## config.mk

```make
export PLATFORM = sky130hd
export DESIGN_NAME = sram_controller
export DESIGN_NICKNAME = d
export VERILOG_FILES = /design/src/rtl/sram_controller.sv
export SDC_FILE = /design/constraint.sdc
export NUM_CORES = 1
export LEC_CHECK = 0
export CORE_MARGIN = 5
export CORE_UTILIZATION = 47
export DETAILED_ROUTE_END_ITERATION = 8
export GPL_ROUTABILITY_DRIVEN = 0
export PLACE_DENSITY_LB_ADDON = 0.2
export SLEW_MARGIN = 20
export SYNTH_ARGS = -nofsm -noshare
export SYNTH_HDL_FRONTEND = slang
export SYNTH_SLANG_ARGS = --single-unit
```

## constraint.sdc

```tcl
create_clock -name clk -period 5.1 [get_ports clk]
set_input_delay 0.765 -clock clk [delete_from_list [all_inputs] [get_ports clk]]
set_output_delay 0.765 -clock clk [all_outputs]
set_load 0.05 [all_outputs]
```

## src/rtl/sram_controller.sv

```systemverilog
// sram_controller: splits each 32-bit MEM-stage access into two 16-bit
// half-accesses on a synchronous SRAM and freezes the pipeline until done.
module sram_controller #(
  parameter int unsigned PHASE_CYCLES = 2,
  parameter int unsigned SRAM_AW      = 18
) (
  input  logic               clk,
  input  logic               rst,
  input  logic               rd_en,
  input  logic               wr_en,
  input  logic [31:0]        address,
  input  logic [31:0]        wdata,
  output logic [31:0]        rdata,
  output logic               ready,
  output logic               freeze,
  output logic [SRAM_AW-1:0] sram_addr,
  output logic               sram_we_n,
  output logic [15:0]        sram_dq_out,
  output logic               sram_dq_oe,
  input  logic [15:0]        sram_dq_in
);

  typedef enum logic [1:0] {S_IDLE, S_LOW, S_HIGH, S_DONE} state_t;

  localparam logic [3:0] LAST_CNT = 4'(PHASE_CYCLES - 1);

  state_t             state_q, state_d;
  logic [3:0]         cnt_q, cnt_d;
  logic [SRAM_AW-2:0] word_q, word_d;
  logic [31:0]        wdata_q, wdata_d;
  logic [31:0]        rdata_q, rdata_d;
  logic               is_wr_q, is_wr_d;
  logic               last_cnt;

  // Byte-offset and bits above the SRAM word range are not used.
  logic unused_addr_bits;
  assign unused_addr_bits = ^{address[31:SRAM_AW+1], address[1:0]};

  assign last_cnt = (cnt_q == LAST_CNT);
  assign rdata    = rdata_q;
  assign freeze   = ~ready;

  // State, phase counter, latched request and read data registers.
  always_ff @(posedge clk) begin
    if (rst) begin
      state_q <= S_IDLE;
      cnt_q   <= '0;
      word_q  <= '0;
      wdata_q <= '0;
      rdata_q <= '0;
      is_wr_q <= 1'b0;
    end else begin
      state_q <= state_d;
      cnt_q   <= cnt_d;
      word_q  <= word_d;
      wdata_q <= wdata_d;
      rdata_q <= rdata_d;
      is_wr_q <= is_wr_d;
    end
  end

  // Next-state logic, half-word read capture and SRAM bus outputs.
  always_comb begin
    state_d     = state_q;
    cnt_d       = cnt_q;
    word_d      = word_q;
    wdata_d     = wdata_q;
    rdata_d     = rdata_q;
    is_wr_d     = is_wr_q;
    ready       = 1'b0;
    sram_addr   = '0;
    sram_we_n   = 1'b1;
    sram_dq_out = '0;
    sram_dq_oe  = 1'b0;

    case (state_q)
      S_IDLE: begin
        ready = ~rd_en & ~wr_en;
        if (rd_en | wr_en) begin
          word_d  = address[SRAM_AW:2];
          wdata_d = wdata;
          is_wr_d = wr_en;
          cnt_d   = '0;
          state_d = S_LOW;
        end
      end
      S_LOW: begin
        sram_addr = {word_q, 1'b0};
        if (is_wr_q) begin
          sram_we_n   = 1'b0;
          sram_dq_oe  = 1'b1;
          sram_dq_out = wdata_q[15:0];
        end
        if (last_cnt) begin
          cnt_d   = '0;
          state_d = S_HIGH;
          if (!is_wr_q) rdata_d[15:0] = sram_dq_in;
        end else begin
          cnt_d = cnt_q + 4'd1;
        end
      end
      S_HIGH: begin
        sram_addr = {word_q, 1'b1};
        if (is_wr_q) begin
          sram_we_n   = 1'b0;
          sram_dq_oe  = 1'b1;
          sram_dq_out = wdata_q[31:16];
        end
        if (last_cnt) begin
          cnt_d   = '0;
          state_d = S_DONE;
          if (!is_wr_q) rdata_d[31:16] = sram_dq_in;
        end else begin
          cnt_d = cnt_q + 4'd1;
        end
      end
      S_DONE: begin
        ready   = 1'b1;
        state_d = S_IDLE;
      end
      default: state_d = S_IDLE;
    endcase
  end

endmodule
```

==> impl_results.md <==
* Number of iterations in the first detailed-routing pass at 4
* Effective utilization at floorplan at between 40 and 50%
* Reg2Reg Depth at 4
* Top-level I/O count at around 150
* Maximum buffer depth of the clock tree at 2
* Register bit count reported by yosys at between 80 and 90
* Via count of the first global-routing pass at ~3300
* Post-Synthesis Cells at about 450
* Final Slew Violations at 0
* Final number of setup-violating endpoints at 0
* Syn-to-layout area delta at 42.9%
* Total of hold buffers inserted after clock tree synthesis at 0
* Fraction of power spent switching nets at between 30% and 40%
* Max-slew headroom at the worst pin at approximately 37%
* Clock share of power at between 20% and 30%
* DRC at 0
* Mux contribution to synthesized area at under 10%
* Peak supply drop at roughly 0.00021 V
* Combinational family with the most area after synthesis: simple AND/OR/NAND/NOR gates
* Static Leak at around 0.002 uW
* Cell with the most instances after synthesis: nand2_1
* Part of the total power dissipated in combinational logic at 40.3%
* Post-synthesis compound-gate area fraction at between 10% and 20%
* Final routed wirelength across all metal layers at 9610 microns
* Adder and majority cell fraction of the synthesized area at ~2.6%
* Core area at roughly 7800 sq um
* Total global-route track usage at roughly a fifth
* First-pass GRT wire length at ~16000 microns
* Buffers inserted by post-CTS timing repair at 0
* Hold violation count in the final report at 0
* Nature of the critical path endpoint: output pin
* GRT Residual Overflow at 0
* Number of max-cap violations at 0
* Overall Power at between 2000 and 2500 uW
* Area of the die at 9970 sq um
* Max H-tree Level at 3
* Result of the run: completed
* Synthesized area at 3790 sq um
* Worst EP required at 4.34 ns
* WL per Instance at around 14 microns
* Post-synthesis simple-gate area fraction at between 20% and 30%
* Crit share post-route at around three quarters
* Library cell with the largest summed area after synthesis: dfxtp_1
* Worst hold slack at 0.452 ns
* Via Count at about 3400
* Number of cells on the worst hold path at 2
* Initial drt markers at 101
* Sw Pwr at ~890 uW
* Count of input and output buffers at ~140
* Total number of yosys warnings at 0
* RSZ-0062 raised after global routing: no
* Number of antenna violations at the first check in global routing at 0
* Number of resized instances in the post-cts repair step at 0
* Layout cell share with drive strength beyond 1 at approximately 4.5%
* Post-synthesis share of cell area spent on xor and xnor gates at 0%
* Portion of the post-synthesis area used by sequential elements at between 40% and 50%
* Area share of the largest cell type after synthesis at between 40 and 50%
* Post-synth EDFFs at 0
* Diode count at 0
* Via-to-Cell Ratio at between 5 and 6
* Maximum clock skew at final layout at between 0.008 and 0.009 ns
* Internal Pwr Total at about 1400 uW
* Number of nets in the layout at 660
* Part of the power in registers at between 30% and 40%
* CTS tree: built
* Number of nets produced by synthesis at 540
* Worst EP arrival at 3.09 ns
* Detail Route Antenna Nets at 0
* Slew at the pin closest to its max-slew limit at between 0.9 and 1 ns
* Critical path peak fanout at 20
* Largest cells by area after synthesis: dfxtp_1 (46%), nand2_1 (10%), mux2i_1 (8.7%)
* Clock-pin slew on the worst setup and hold paths at about 0.090 ns
* Synth Flop Type: dfxtp_1
* Pin count of the biggest net entering global routing at 65
* Placement Rows at 32
* Die X at about 100 microns
* Number of buffers inserted during clock tree synthesis at 9
* Post-DP HPWL at ~6700 microns
* Async set or reset register ratio after synthesis at 0%
* Worst hold path class: register to register
* Final sum of negative setup slack at 0 ns
* Mean Syn Cell Area at between 8 and 9 sq um
* Critical Path Source Type: register
* Clock Latency Late Sink at between 0.3 and 0.4 ns
* Power per unit of standard cell area at around 420 nW/um^2
* DIE HEIGHT at around 100 microns
* Fmax at 0.259 GHz
* Final min period at ~3.9 ns
* Count of unique library cells instantiated by Yosys at 33
* Root Driver: clkbuf_8
* Top post-synthesis cells by count: nand2_1 (101), dfxtp_1 (88), a21oi_1 (53), nand2b_1 (50), mux2i_1 (33)
* Setup Crit Path Kind: register to output pin
* Number of sinks on the clock net at 88
placed cells by master (no fill, tap or decap), types with 3 or more instances in the layout:
master           instances
buf_4                    3
mux2i_1                 33
ha_1                     8
nand2b_1                50
clkbuf_8                10
a22oi_1                 16
inv_1                    4
o21ai_0                  3
nor2_1                  19
dfxtp_1                 88
nand2_1                101
clkdlybuf4s50_1        137
a21oi_1                 53
and2_1                  17
sequential cells by signal, summed over array words and instances, names as in the netlist:
signal,cells
cnt_q,4
wdata_q,32
state_q,2
rdata,32
is_wr_q,1
word_q,17
logic make-up (layout without fill, tap and decap cells):
group                    Yosys count  after routing
adder cells (fa/ha/maj)            8              8
flip-flops                        88             88
AND/OR/NAND/NOR                  202            202
buffers and inverters             37            162
multiplexers                      33             33
AO/OA/AOI/OAI                     80             80
layout make-up:
class	instances	area [sq um]
Clock buffer	10	138
Clock inverter	6	67.6
Multi-Input combinational cell	323	1880
Sequential cell	88	1760
Timing Repair Buffer	142	1430
Fill cell	638	2390
Tap cell	102	128
Inverter	4	15.0
metal layers:
metal,GRT usage [%],part of all wire (%),up-vias
li1,-,-,1714
met1,23.1,42,1564
met2,31.5,48,110
met3,6.39,8.9,11
met4,6.62,1.3,0
met5,0,0,-
worst paths after layout:
kind,startpoint,endpoint,slack [ns]
worst max-delay path,state_q[0],sram_addr[3],1.25
worst min-delay path,word_q[2],word_q[2],0.45
worst min register to register,word_q[2],word_q[2],0.45
worst max register to register,state_q[1],rdata[11],2.83
worst max-delay path, stage by stage, from the launching register on:
cell and delay [ns]:
dfxtp_1 0.36, inv_1 0.14, ha_1 0.68, o21a_1 0.52, and2_1 0.22, clkdlybuf4s50_1 0.82
through the flow:
step / cells / setup WS (ns) / util, % / area [sq um]
3_3_place_gp: 658 / 1.37 / 66.4 / 5190
4_1_cts: 675 / 1.25 / 69.4 / 5420
2_1_floorplan: 448 / 1.93 / - / 3790
6_report: 675 / 1.25 / 69.4 / 5420
5_1_grt: 675 / 1.06 / 69.4 / 5420
3_5_place_dp: 659 / 1.33 / 66.8 / 5210
power groups by stage:
stage / Combinational (uW) / Clock (uW) / Sequential [uW]
CTS: 922 / 504 / 866
finish: 914 / 489 / 866
detailed placement: 916 / 0 / 882
global route: 993 / 536 / 880
global placement: 871 / 0 / 875
floorplan: 602 / 0 / 907
Power figures use the tool's default switching activity.
==> RTL edit (config.mk and constraints unchanged) <==
`SRAM_AW`: 18 -> 9.
--- a/src/rtl/sram_controller.sv
+++ b/src/rtl/sram_controller.sv
@@ -2,7 +2,7 @@
 // half-accesses on a synchronous SRAM and freezes the pipeline until done.
 module sram_controller #(
   parameter int unsigned PHASE_CYCLES = 2,
-  parameter int unsigned SRAM_AW      = 18
+  parameter int unsigned SRAM_AW      = 9
 ) (
   input  logic               clk,
   input  logic               rst,
Ports: changed (resized sram_addr); port bits go from 154 to 145. No check against the original RTL was run, so the function may have changed too.
==> RTL edit against the original RTL <==
  * Total power is 11% lower
  * Sequential cell count is 9 lower
  * Die area shrank 8.3%
  * Wire length fell by 12%
  * Cell area down 9.5%
  * Setup slack got worse by 50 ps
  * Critical path depth unchanged
  * Synthesized area down 9.2%
==> RTL edit: results (changes against the original RTL) <==
metric	value	unit	change
min_period	3900	ps	was 3850 ps
track_usage	18.6	%	was 19.0%
ys_top_cells_by_count	nand2_1, dfxtp_1, nand2b_1		was nand2_1, dfxtp_1, a21oi_1
grt_max_degree	55		was 65
drtIter0Drc	140		was 101
io_buffers	120		was 138
relSlewSlack	36.9	%	was 37.0%
dpl_cell_area	4670	µm²	was 5210 µm²
r2r_slack	2750	ps	was 2830 ps
regToRegEndpoint	rdata[4]$_SDFFE_PP0P_		was rdata[11]$_SDFFE_PP0P_
drive_gt1_share	5.48	%	was 4.54%
first_global_vias	2830		was 3343
nNetsFinal	599		was 660
wire_per_inst	13.8	µm	was 14.2 µm
post-place-ws	1190	ps	was 1330 ps
cp.arrival	3140	ps	was 3090 ps
ys_top_cells_by_area	dfxtp_1, mux2i_1, nand2b_1		was dfxtp_1, nand2_1, mux2i_1
clk_path_buf_depth	2		unchanged
ys_seq_area_share	45.9	%	was 46.5%
hpwl	5740	µm	was 6700 µm
cts.clk_slew.worst_paths	80	ps	
synth_cell_types	29		was 33
min_from	word_q[5]$_SDFFE_PP0P_		was word_q[2]$_SDFFE_PP0P_
synth_compound_area_share	11.6	%	was 12.0%
final.fill_count	610		was 638
ir_drop	196	µV	was 206 µV
power.leakage	1.87	nW	was 2.06 nW
worstSetupStartpoint	wr_en		was state_q[0]$_SDFFE_PP0P_
vias_per_cell	4.85		was 5.04
grt_first_pass_wirelength	13300	µm	was 15500 µm
worstSetupEndpoint	freeze		was sram_addr[3]
synthMuxAreaShare	9.88	%	was 8.71%
syn_avg_cell_area	8.65	µm²	was 8.47 µm²
synth_adder_area_share	3.27	%	was 2.64%
path_max_fanout	10		was 20
dr.pass1.iters	5		was 4
status	finished clean		unchanged
syn_nets	491		was 540
==> RTL edit: per-stage QoR <==
stage               std cells  util [%]
floorplan                 398         -
global route              610      68.3
global placement          594      65.1
detailed placement        594      65.1
CTS                       610      68.3
finish                    610      68.3
==> RTL edit: area by class of cell <==
type | count | area [µm²] | area share, %
multi-input combinational | 288 | 1730 | 35.2
sequential | 79 | 1580 | 32.3
timing repair buffer | 124 | 1230 | 25.0
clock buffer | 11 | 151 | 3.09
tap | 99 | 124 | 2.53
clock inverter | 5 | 80.1 | 1.63
inverter | 4 | 15.0 | 0.306
==> RTL edit: layer usage <==
| layer | share of wire (%) | wire length, µm | global-route usage, % |
|---|---|---|---|
| met1 | 43 | 3640 | 23.1 |
| met5 | 0 | 0 | 0 |
| met2 | 51 | 4300 | 31.2 |
| met4 | 1.3 | 112 | 6.64 |
| met3 | 4.3 | 360 | 4.42 |
==> RTL edit: power by group <==
part / total (mW) / switching (mW) / internal (mW)
logic: 0.726 / 0.462 / 0.264
registers: 0.760 / 0.0539 / 0.706
clock network: 0.523 / 0.222 / 0.302
total: 2.01 / 0.738 / 1.27
==> RTL edit: logic make-up (layout without fill, tap and decap cells) <==
kind of cell             count (synthesis)  after routing
AO/OA/AOI/OAI                           70             70
adder cells (fa/ha/maj)                  9              9
buffers and inverters                   31            144
flip-flops                              79             79
multiplexers                            34             34
AND/OR/NAND/NOR                        175            175
==> RTL edit: how the worst min path moves through the flow <==
stage                                    endpoint  slack [ps]
after floorplan            word_q[0]$_SDFFE_PP0P_         430
after global placement     word_q[6]$_SDFFE_PP0P_         440
after detailed placement   word_q[5]$_SDFFE_PP0P_         440
after CTS                  word_q[5]$_SDFFE_PP0P_         460
after global routing      wdata_q[7]$_SDFFE_PP0P_         470
final                      word_q[5]$_SDFFE_PP0P_         460
==> RTL edit: critical path, stage by stage <==
cell and delay, ps:
clkdlybuf4s50_1 470, nor3b_1 780, nor2_1 110, or2_2 310, clkdlybuf4s50_1 700
